### src/rtl/vc_test_arb_pkg.sv
// -----------------------------------------------------------------------------
// vc_test_arb_pkg
// Shared definitions for the round-robin test sink arbiter:
//   - id_width()  : requester-id width for a given requester count
//   - COUNT_W     : width of the delivered-message counter
//   - COUNT_SAT   : value at which the delivered-message counter saturates
//   - buf_state_e : occupancy state of the one-entry output buffer
// -----------------------------------------------------------------------------
package vc_test_arb_pkg;

  localparam int unsigned COUNT_W = 16;

  typedef logic [COUNT_W-1:0] count_t;

  localparam count_t COUNT_SAT = 16'hFFFF;

  typedef enum logic {
    BUF_EMPTY = 1'b0,
    BUF_FULL  = 1'b1
  } buf_state_e;

  // Width of an index able to name every requester; a single requester
  // still gets a one-bit id so that the port never collapses to zero width.
  function automatic int id_width(input int num_reqs);
    if (num_reqs <= 1) begin
      return 1;
    end
    return $clog2(num_reqs);
  endfunction

endpackage

### src/rtl/vc_rr_arb_comb.sv
// -----------------------------------------------------------------------------
// vc_rr_arb_comb
// Purely combinational round-robin picker. Scans requesters starting at ptr
// (ptr, ptr+1, ... modulo p_num_reqs) and selects the first one asserting req.
//
// Ports:
//   req   in   p_num_reqs  request vector, bit i belongs to requester i
//   ptr   in   p_id_sz     highest-priority requester for this cycle
//   grant out  p_num_reqs  one-hot grant (all zero when nothing requests)
//   id    out  p_id_sz     encoded index of the granted requester
//   any   out  1           at least one requester is asserting req
// -----------------------------------------------------------------------------
module vc_rr_arb_comb
  import vc_test_arb_pkg::*;
#(
  parameter int p_num_reqs = 4,
  parameter int p_id_sz    = id_width(p_num_reqs)
) (
  input  logic [p_num_reqs-1:0] req,
  input  logic [p_id_sz-1:0]    ptr,
  output logic [p_num_reqs-1:0] grant,
  output logic [p_id_sz-1:0]    id,
  output logic                  any
);

  // rot[k] is the request of the requester k positions after ptr. Because
  // p_num_reqs is a power of two, the p_id_sz-bit sum wraps exactly modulo
  // p_num_reqs and needs no explicit modulo logic.
  logic [p_num_reqs-1:0] rot;
  logic [p_id_sz-1:0]    off;

  for (genvar gi = 0; gi < p_num_reqs; gi++) begin : g_rot
    logic [p_id_sz-1:0] src;
    assign src     = ptr + p_id_sz'(gi);
    assign rot[gi] = req[src];
  end

  // Priority encode the rotated vector; scanning downward lets the smallest
  // offset (closest to ptr) be the last, and therefore winning, assignment.
  always_comb begin
    off = '0;
    any = 1'b0;
    for (int k = p_num_reqs - 1; k >= 0; k--) begin
      if (rot[k]) begin
        off = p_id_sz'(k);
        any = 1'b1;
      end
    end
  end

  assign id = ptr + off;

  always_comb begin
    grant = '0;
    if (any) begin
      grant[id] = 1'b1;
    end
  end

endmodule

### src/rtl/vc_test_sink_arb.sv
// -----------------------------------------------------------------------------
// vc_test_sink_arb
// Merges p_num_reqs valid/ready message streams into one shared sink through
// a one-entry output buffer. Requesters are served round-robin; the buffer
// may be refilled in the same cycle it drains, so a stream can sustain one
// message per cycle while the sink stays ready.
//
// Ports:
//   clk      in   1                      sole clock, rising edge
//   reset    in   1                      asynchronous, active-low reset
//   in_val   in   p_num_reqs             per-requester valid
//   in_rdy   out  p_num_reqs             per-requester ready (at most one high)
//   in_msg   in   p_num_reqs*p_msg_sz    packed messages, requester i at
//                                        [i*p_msg_sz +: p_msg_sz]
//   out_val  out  1                      buffered message valid
//   out_rdy  in   1                      shared sink ready
//   out_msg  out  p_msg_sz               buffered message
//   out_id   out  p_id_sz                requester that produced out_msg
//   count    out  16                     delivered messages, saturating
// -----------------------------------------------------------------------------
module vc_test_sink_arb
  import vc_test_arb_pkg::*;
#(
  parameter int p_msg_sz   = 8,
  parameter int p_num_reqs = 4,
  parameter int p_id_sz    = id_width(p_num_reqs)
) (
  input  logic                           clk,
  input  logic                           reset,
  input  logic [p_num_reqs-1:0]          in_val,
  output logic [p_num_reqs-1:0]          in_rdy,
  input  logic [p_num_reqs*p_msg_sz-1:0] in_msg,
  output logic                           out_val,
  input  logic                           out_rdy,
  output logic [p_msg_sz-1:0]            out_msg,
  output logic [p_id_sz-1:0]             out_id,
  output logic [COUNT_W-1:0]             count
);

  // ---------------------------------------------------------------------------
  // State
  // ---------------------------------------------------------------------------
  buf_state_e          state_reg;
  logic [p_msg_sz-1:0] msg_reg;
  logic [p_id_sz-1:0]  id_reg;
  logic [p_id_sz-1:0]  ptr_reg;
  count_t              count_reg;

  // ---------------------------------------------------------------------------
  // Arbitration
  // ---------------------------------------------------------------------------
  logic [p_num_reqs-1:0] grant;
  logic [p_id_sz-1:0]    grant_id;
  logic                  grant_any;

  vc_rr_arb_comb #(
    .p_num_reqs (p_num_reqs),
    .p_id_sz    (p_id_sz)
  ) u_arb (
    .req   (in_val),
    .ptr   (ptr_reg),
    .grant (grant),
    .id    (grant_id),
    .any   (grant_any)
  );

  logic                full;
  logic                can_accept;
  logic                in_xfer;
  logic                out_xfer;
  logic [p_msg_sz-1:0] sel_msg;
  logic [p_id_sz-1:0]  ptr_next;

  assign full       = (state_reg == BUF_FULL);
  // A full buffer can still accept when the sink takes the current entry in
  // the same edge; out_rdy only reaches in_rdy, never out_val.
  assign can_accept = !full || out_rdy;
  assign in_xfer    = grant_any && can_accept;
  assign out_xfer   = full && out_rdy;

  // Ready is forced low while reset is held so no requester sees a handshake
  // that the (held) registers cannot complete.
  assign in_rdy = (reset && can_accept) ? grant : '0;

  assign sel_msg  = in_msg[int'(grant_id) * p_msg_sz +: p_msg_sz];
  // Next scan starts just after the winner; p_id_sz-bit wrap gives the modulo.
  assign ptr_next = grant_id + p_id_sz'(1);

  // ---------------------------------------------------------------------------
  // Output buffer and round-robin pointer
  // ---------------------------------------------------------------------------
  always_ff @(posedge clk or negedge reset) begin
    if (!reset) begin
      state_reg <= BUF_EMPTY;
      msg_reg   <= '0;
      id_reg    <= '0;
      ptr_reg   <= '0;
    end else begin
      if (in_xfer) begin
        // Covers both fill-from-empty and simultaneous drain-and-refill.
        state_reg <= BUF_FULL;
        msg_reg   <= sel_msg;
        id_reg    <= grant_id;
        ptr_reg   <= ptr_next;
      end else if (out_xfer) begin
        state_reg <= BUF_EMPTY;
      end
    end
  end

  // ---------------------------------------------------------------------------
  // Delivered-message counter
  // ---------------------------------------------------------------------------
  always_ff @(posedge clk or negedge reset) begin
    if (!reset) begin
      count_reg <= '0;
    end else if (out_xfer && (count_reg != COUNT_SAT)) begin
      count_reg <= count_reg + count_t'(1);
    end
  end

  assign out_val = full;
  assign out_msg = msg_reg;
  assign out_id  = id_reg;
  assign count   = count_reg;

endmodule

### config.mk
export PLATFORM = sky130hd
export DESIGN_NAME = vc_test_sink_arb
export DESIGN_NICKNAME = d
export VERILOG_FILES = /design/src/rtl/vc_test_arb_pkg.sv /design/src/rtl/vc_rr_arb_comb.sv /design/src/rtl/vc_test_sink_arb.sv
export SDC_FILE = /design/constraint.sdc
export NUM_CORES = 1
export LEC_CHECK = 0
export ABC_AREA = 1
export CORE_MARGIN = 1
export CORE_UTILIZATION = 46
export DETAILED_ROUTE_END_ITERATION = 10
export HOLD_SLACK_MARGIN = 0.02
export PLACE_DENSITY = 0.91
export SETUP_SLACK_MARGIN = 0.1
export SLEW_MARGIN = 20
export SYNTH_ARGS = -nofsm -noshare
export SYNTH_HDL_FRONTEND = slang
export SYNTH_HIERARCHICAL = 1
export SYNTH_SLANG_ARGS = --single-unit
### constraint.sdc
create_clock -name clk -period 3.11 [get_ports clk]
set_input_delay 0.622 -clock clk [delete_from_list [all_inputs] [get_ports clk]]
set_output_delay 0.622 -clock clk [all_outputs]
set_load 0.005 [all_outputs]
==> results list, run 1 <==
* Maximum number of pins on one net before global-route repair: 30
- In the final routed layout, each cell accounts on average for 12.2 µm.
- Count of nets after finishing: 450
- Clock transition at the registers of the reported paths: 0.05 ns
- Global routing finished with a remaining overflow of 0.
- Fin crit share: a little over nine tenths
- Number of DRC markers after the initial detailed-route iteration: 90
- Input and output buffers added on the ports amount to about 70.
- After synthesis the netlist holds a flip-flop and latch count of 29.
* CTS HTree Levels: 2
- In this run the vertical extent of the chip is between 70 and 80 µm.
- Filler cell count: between 300 and 400
- Buf/Inv on CP: 4
- For this design, the CTS-stage hold fixing added 0 buffers.
- Most frequent cell after synthesis: sky130_fd_sc_hd__nand2_1
- Post-Layout Cell Count: about 460
- Sinks on Clock Net: 29
* Maximum fanout along the worst path: 4
- Leakage component of the power: roughly 1.4 nW
- The tightest hold path in the finished design has a slack of 0.479 ns.
* Antenna Violating Nets Remaining: 0
- Setup repair after global routing could not meet its margin everywhere.
- Weighted congestion at the end of routability-driven global placement: between 0.8 and 0.9
- Sum of net half-perimeters after detailed placement: between 4000 and 5000 µm
- For the worst setup path, the data required time is 2.49 ns.
- Share of final-layout standard cells stronger than drive strength 1: roughly 22%
* Worst slew margin relative to its limit: 74.3%
- Type of element capturing the critical path: primary output
- Clk Latency, worst-skew pair: around 0.28 ns
* Vias per std cell: between 5 and 6
- Final Max Slew Viols: 0
- Cells after Synth: ~320
- Critical Path Start Type: register
* Worst Tran Pin Value: 0.385 ns
* Ys Warns: 6
- The number of global-route vias before repair was approximately 2200.
* Core outline area: 4410 µm²
* Leading post-synthesis cells by instance count: sky130_fd_sc_hd__nand2_1 (96), sky130_fd_sc_hd__nor2_1 (62), sky130_fd_sc_hd__dfrtp_1 (29), sky130_fd_sc_hd__inv_1 (24), sky130_fd_sc_hd__o21ai_0 (21)
- Setup Skew: between 0.006 and 0.007 ns
- The number of antenna diodes in the final layout is 0.
- Number of detailed-route iterations in the first pass: 4
- Of all cell types, the one taking the most synthesized area is sky130_fd_sc_hd__dfrtp_1.
- Registers take ~730 µm².
- The share of the Yosys chip area taken by registers is approximately a third.
- The share of synthesized area in the top cell type comes to between 30% and 40%.
* Sequence of cells on the critical path: buf_4 > nand2_1 > nand2_2 > nand2_2 > nand2_2 > a21oi_2 > nor2_1 > ha_2 > xnor2_2 > buf_4 > nand3_4 > a21oi_2 > inv_1 > nor2_1 > buf_2
* Post-layout util: between 70% and 80%
- Buffers inserted during clock tree synthesis total 5.
- Number of hold-slack violations in the final timing report: 0
- Outcome: finished clean
* Final setup viols: 0
- Maximum count of clock buffers along a single path: 2
- For this block, the routed nets add up to 5610 µm of wire.
- Highest cell delay on the worst timing path: about 0.43 ns
- Power spread over the standard cell area amounts to 1150 nW/µm².
- Cells taking the most area after synthesis: sky130_fd_sc_hd__dfrtp_1 (34%), sky130_fd_sc_hd__nand2_1 (17%), sky130_fd_sc_hd__nor2_1 (11%)
- Horizontal die dimension: around 70 µm
- Global-route wire length before repair: ~9300 µm
* Post-Syn Nets: between 300 and 400
- Counting flops with an async set or reset pin after synthesis yields a share of 100%.
* Arrival time at the worst endpoint: ~2.4 ns
- Mean instance size in the synthesized netlist: around 6.7 µm²
- Number of enable-type register cells in the synthesized netlist: 0
- Global routing used 23.5% of the available tracks across all layers.
- Clock tree synthesis selected as its root buffer the cell sky130_fd_sc_hd__clkbuf_8.
* Worst reg2reg startpoint: ptr_reg[0]
- Number of library cell types mapped by synthesis: 29
- Number of flip-flops in the largest register: 16
- Ys flop type: sky130_fd_sc_hd__dfrtp_1
- Clock period minus worst slack: around 3.0 ns
- Fmax: ~0.34 GHz
* Critical path class: reg2out
- Among cell families on the critical path, the largest total delay comes from simple AND/OR/NAND/NOR gates.
- The number of placed instances, taps included, is approximately 450.
- In this run the register-to-register setup slack is roughly 0.26 ns.
* Drc violations: 0
- The initial utilization of the core area, before any placement, comes to between 40% and 50%.
* Area growth from synthesis to layout: 45.7%
* Footprint of the multi-input gates: 1270 µm²
- Class of the tightest hold or removal check: reg2reg
* Cell Area, Synth: 2130 µm²
* Max cap viols: 0
* Critical-path top delay cell: sky130_fd_sc_hd__dfrtp_2
- DR vias: around 2300
- The worst hold path begins at out_id[0].
* Std cell rows: 24
- Area enclosed by the die boundary: just under 5000 µm²
* Antenna violations before repair: 0
* Number of I/O pins: 70
- Peak supply drop: approximately 830 µV
- Launch point of the critical path: ptr_reg[0]
* Most frequent CP cell: sky130_fd_sc_hd__nand2_2
* CTS tree: built
==> final timing paths <==
| kind | end | cells past startpoint |
|---|---|---|
| worst max-delay path | in_rdy[2] | 15 |
| worst min-delay path | out_id[0] | 2 |
| worst max register to register | out_msg[4] | 19 |
| worst min register to register | out_id[0] | 2 |
| max in group asynchronous | ptr_reg[0] | 2 |
| min in group asynchronous | count[14] | 2 |
==> what timing repair did <==
action	4_1_cts	5_1_grt
pin swaps	7	16
gates resized for setup	29	19
buffers inserted	1	5
setup endpoints to repair	5	8
==> layout make-up <==
| type | count | share of cell area [%] |
|---|---|---|
| repair buffers | 92 | 26.8 |
| multi-input cells | 250 | 40.8 |
| well taps | 52 | 2.10 |
| clock buffers | 7 | 2.78 |
| inverters | 31 | 4.03 |
| flip-flops and latches | 29 | 23.5 |
==> metrics by stage <==
stage	total power, mW	setup TNS [ns]	cell area, µm²	setup WS, ns
after detailed placement	3.04	-3.34	2950	-0.561
final	3.57	0	3100	0.130
after floorplan	2.18	0	2130	0.497
after global placement	2.94	-2.32	2950	-0.473
after global routing	3.88	0	3100	0.00971
after CTS	3.44	0	3070	0.0995
==> kinds of logic (layout without fill, tap and decap cells) <==
| group | Yosys count | in the layout | share of synthesized area, % |
|---|---|---|---|
| flops | 29 | 29 | 34.1 |
| buf+inv | 39 | 130 | 8.70 |
| fa+ha+maj | 2 | 2 | 1.17 |
| compound gates | 34 | 34 | 8.58 |
| xor+xnor | 9 | 9 | 3.70 |
| simple gates | 205 | 205 | 43.8 |
==> worst min-delay path: cells and delay by family (launching register included) <==
family	cells	cell delay [ns]
DFF	1	0.34
AOI/OAI and AO/OA	1	0.06
and+or+nand+nor	1	0.05
==> power by group <==
group,leakage (nW),switching (mW),total (mW),internal [mW]
Clock,0.0443,0.135,0.310,0.175
Combinational,1.02,1.44,2.61,1.17
Sequential,0.363,0.127,0.654,0.527
Total,1.43,1.70,3.57,1.87
==> placed cells by master (no fill, tap or decap), types with 2 or more instances in the layout <==
master / instances
sky130_fd_sc_hd__nand2_1: 89
sky130_fd_sc_hd__nor2_1: 62
sky130_fd_sc_hd__clkdlybuf4s50_1: 61
sky130_fd_sc_hd__dfrtp_1: 27
sky130_fd_sc_hd__nand2_2: 26
sky130_fd_sc_hd__inv_1: 22
sky130_fd_sc_hd__o21ai_0: 21
sky130_fd_sc_hd__buf_4: 21
sky130_fd_sc_hd__nand3_1: 10
sky130_fd_sc_hd__a31oi_1: 8
sky130_fd_sc_hd__clkbuf_8: 6
sky130_fd_sc_hd__inv_2: 5
sky130_fd_sc_hd__xor2_1: 5
sky130_fd_sc_hd__clkbuf_2: 5
sky130_fd_sc_hd__nand4_1: 4
sky130_fd_sc_hd__nand2_4: 4
sky130_fd_sc_hd__nor2_2: 3
sky130_fd_sc_hd__nor2_4: 3
sky130_fd_sc_hd__xnor2_1: 3
sky130_fd_sc_hd__buf_2: 3
sky130_fd_sc_hd__a21oi_2: 3
sky130_fd_sc_hd__clkinv_1: 2
sky130_fd_sc_hd__nand3_2: 2
sky130_fd_sc_hd__dfrtp_2: 2
sky130_fd_sc_hd__buf_6: 2
==> per-layer routing <==
metal	vias up	track usage (%)	wire, µm
met5	-	0	0
met3	10	5.05	334
met2	88	41.1	2740
li1	1172	-	-
met4	0	8.44	106
met1	1069	28.4	2430
Power figures use the tool's default switching activity.
==> run 2: changes to the inputs <==
Settings changed: CELL_PAD_IN_SITES_DETAIL_PLACEMENT from default to 0, CELL_PAD_IN_SITES_GLOBAL_PLACEMENT from default to 1, CORE_UTILIZATION 46 to 32, PLACE_DENSITY 0.91 to 0.92.
==> results list, run 2 (synthesis results as in run 1) <==
- The number of vias per cell came to 4.56 (-10%).
- Count of nets after finishing: 456 (+1.3%)
* CTS tree: built
- Required time of the worst setup path: 2.49 ns (about the same)
- Clock transition at the registers of the reported paths: 0.06 ns (about the same)
- Antenna violations before repair: 0 (unchanged)
- The total grt overflow is 0 (unchanged).
* Horizontal die dimension: 83.6 µm (+19%)
* Number of flip-flops in the largest register: 16 (unchanged)
* Clk Latency, worst-skew pair: 0.28 ns (about the same)
- The timing-limited maximum frequency is 0.341 GHz (+1.6%).
- Arrival time at the worst endpoint: 2.31 ns (-0.05 ns)
* Via count of the first global-routing pass: 2125 (-3.0%)
* Sequence of cells on the critical path: buf_6 > nand2_2 > nand2_2 > nand2_2 > nand2_2 > a21oi_2 > nor2_2 > ha_2 > xnor2_2 > buf_4 > nand3_4 > a21oi_2 > inv_1 > nor2_1 > buf_2
- Power per unit of standard cell area: 1120 nW/µm² (-2.5%)
* Most used cells in the layout excluding fill and tap cells: sky130_fd_sc_hd__nand2_1 (86), sky130_fd_sc_hd__clkdlybuf4s50_1 (61), sky130_fd_sc_hd__nor2_1 (59), sky130_fd_sc_hd__nand2_2 (30)
- Antenna Violating Nets Remaining: 0 (unchanged)
* Highest cell delay on the worst timing path: 0.47 ns (+0.04 ns)
* Std cell rows: 29 (+21%)
* Share of final-layout standard cells stronger than drive strength 1: 24.8% (+2.5 points)
* Number of detailed-route iterations in the first pass: 4 (unchanged)
* Fin crit share: 94.3% (-1.5 points)
* End of the worst register-to-register path: out_msg[3]
- Fin Hold WS: 0.481 ns (+0.00179 ns)
* Clock period minus worst slack: 2.93 ns (-0.0467 ns)
* Buf/Inv on CP: 4 (unchanged)
- The sum of internal, switching and leakage power is 3.61 mW (+1.0%).
- The worst setup path is captured at a primary output.
- The floorplan die area came to 6980 µm² (+42%).
* Ant. Diodes: 0 (unchanged)
- Core outline area: 6390 µm² (+45%)
* Area growth from synthesis to layout: 50.9%
* Register-to-register path setup slack: 0.38 ns (+0.12 ns)
- In this run the worst hold path is classified as reg2reg.
- The DRC violation count after routing is 0 (unchanged).
* Placement Setup Slack: -0.546 ns (+0.0144 ns)
- Clock root buffer: sky130_fd_sc_hd__clkbuf_8
- The CTS sink count is 29 (unchanged).
- The first-iteration detailed-routing DRC count is 68 (-24%).
- Post-layout util: 50.3% (-20 points)
* Number of hold-slack violations in the final timing report: 0 (unchanged)
- In this design, the critical path's most frequently occurring cell is sky130_fd_sc_hd__nand2_2.
- The routability congestion estimate from global placement is 0.790 (-8.2%).
* Critical Path Start Type: register
- Number of cells traversed by the worst register-to-register path: 19 (unchanged)
- The worst setup path is of the reg2out kind.
* Port Buf Inserts: 69 (unchanged)
- The max-capacitance violation count came to 0 (unchanged).
- Placement Cell Area: 2980 µm² (+1.1%)
* Sum of net half-perimeters after detailed placement: 4010 µm (-0.13%)
- The worst relative slew slack is 73.7% (-0.55 points).
- Maximum count of clock buffers along a single path: 2 (unchanged)
* Final WS setup: 0.177 ns (+0.0467 ns)
- Leaving out fill and tap cells, the most frequent cell in the layout is sky130_fd_sc_hd__nand2_1.
- DR vias: 2249 (-3.8%)
- The total CTS buffers was 5 (unchanged).
* Final instance area: 3210 µm² (+3.6%)
- The worst hold path begins at out_id[0].
* Final Max Slew Viols: 0 (unchanged)
- Outcome: finished clean
- The startpoint identified for the worst register-to-register timing path is ptr_reg[0].
- The floorplan die height is 83.6 µm (+19%).
- The total wire length was 5550 µm (-1.1%).
- The maximum number of pins on one net before global-route repair was 30 (unchanged).
- CTS HTree Levels: 2 (unchanged)
- The final clock skew was 0.00420 ns (-0.00245 ns).
- Depth of the worst hold-timing path: 2 (unchanged)
- The wire length of the first global-routing pass came to 9600 µm (+3.1%).
- The starting utilization of the core area is 33.3% (-15 points).
- End point of the most critical hold path: out_id[0]
* Critical-path top delay cell: sky130_fd_sc_hd__dfrtp_2
- The total setup violations reported at the end of the flow came to 0 (unchanged).
- The slew at the pin closest to its max-slew limit is 0.393 ns (+0.00823 ns).
- The number of ports placed on the die boundary was 70 (unchanged).
* CP delay by family, top: simple AND/OR/NAND/NOR gates
- The biggest fanout along the worst timing path came to 5 (+1).
- The leakage power of the design was 1.47 nW (+2.6%).
- The global routing usage summed across all routing layers came to 16.6% (-7.0 points).
- Setup repair after global routing could not meet its margin everywhere.
- The peak supply drop was 771 µV (-6.7%).
- Wire length per cell after detailed routing: 11.3 µm (-7.5%)
==> run 2: cell types whose count changed in the layout (fill, tap and decap cells not counted), sizes merged <==
cell | previous run | this run
clkinv | 3 | 4
clkbuf | 12 | 10
buf | 26 | 31
clkdlybuf4s15 | 0 | 3
==> run 2: per-layer routing <==
layer / up-vias / GRT usage [%] / share of wire [%]
li1: 1182 / - / -
met1: 1008 / 22.5 / 47
met2: 54 / 27.1 / 48
met3: 5 / 2.97 / 4.2
met4: 0 / 4.62 / 1.1
met5: - / 0 / 0
==> run 2: timing repair <==
item / in CTS / in global routing
gates cloned: 0 / 0
pin swaps: 8 / 17
setup buffers: 7 / 5
endpoints found under the setup margin: 4 / 4
endpoints found under the hold margin: 0 / 0
hold buffers: 0 / 0
resized for setup: 24 / 26
==> run 2: report_power, final <==
group	internal [mW]	switching, mW	total, mW	leakage, nW
logic	1.23	1.37	2.60	1.05
clock network	0.200	0.143	0.342	0.0542
registers	0.527	0.139	0.665	0.363
==> run 2: worst max-delay path by stage <==
stage          cells after the start        end  startpoint
2_1_floorplan                     15  in_rdy[0]   in_val[1]
6_report                          15  in_rdy[3]  ptr_reg[0]
3_3_place_gp                      16  in_rdy[2]   in_val[3]
3_5_place_dp                      16  in_rdy[2]   in_val[3]
4_1_cts                           16  in_rdy[1]   in_val[2]
5_1_grt                           15  in_rdy[3]  ptr_reg[0]
==> run 2: cell type report <==
class                   count  area [µm²]
multi-input cells         250        1270
clock buffers               7        96.3
clock inverters             1        5.00
fillers                   644        3170
flip-flops and latches     29         728
well taps                  77        96.3
repair buffers             98         891
inverters                  31         125
==> run 2: tightest hold or removal path, delay by kind of cell, from the launching register on <==
family | cells | cell delay [ns]
simple gates | 1 | 0.05
compound gates | 1 | 0.05
flops | 1 | 0.34
==> run 2: through the flow <==
stage	std cells	setup TNS (ns)
CTS	488	0
global placement	473	-2.25
finish	493	0
floorplan	318	0
detailed placement	473	-3.03
global route	493	0
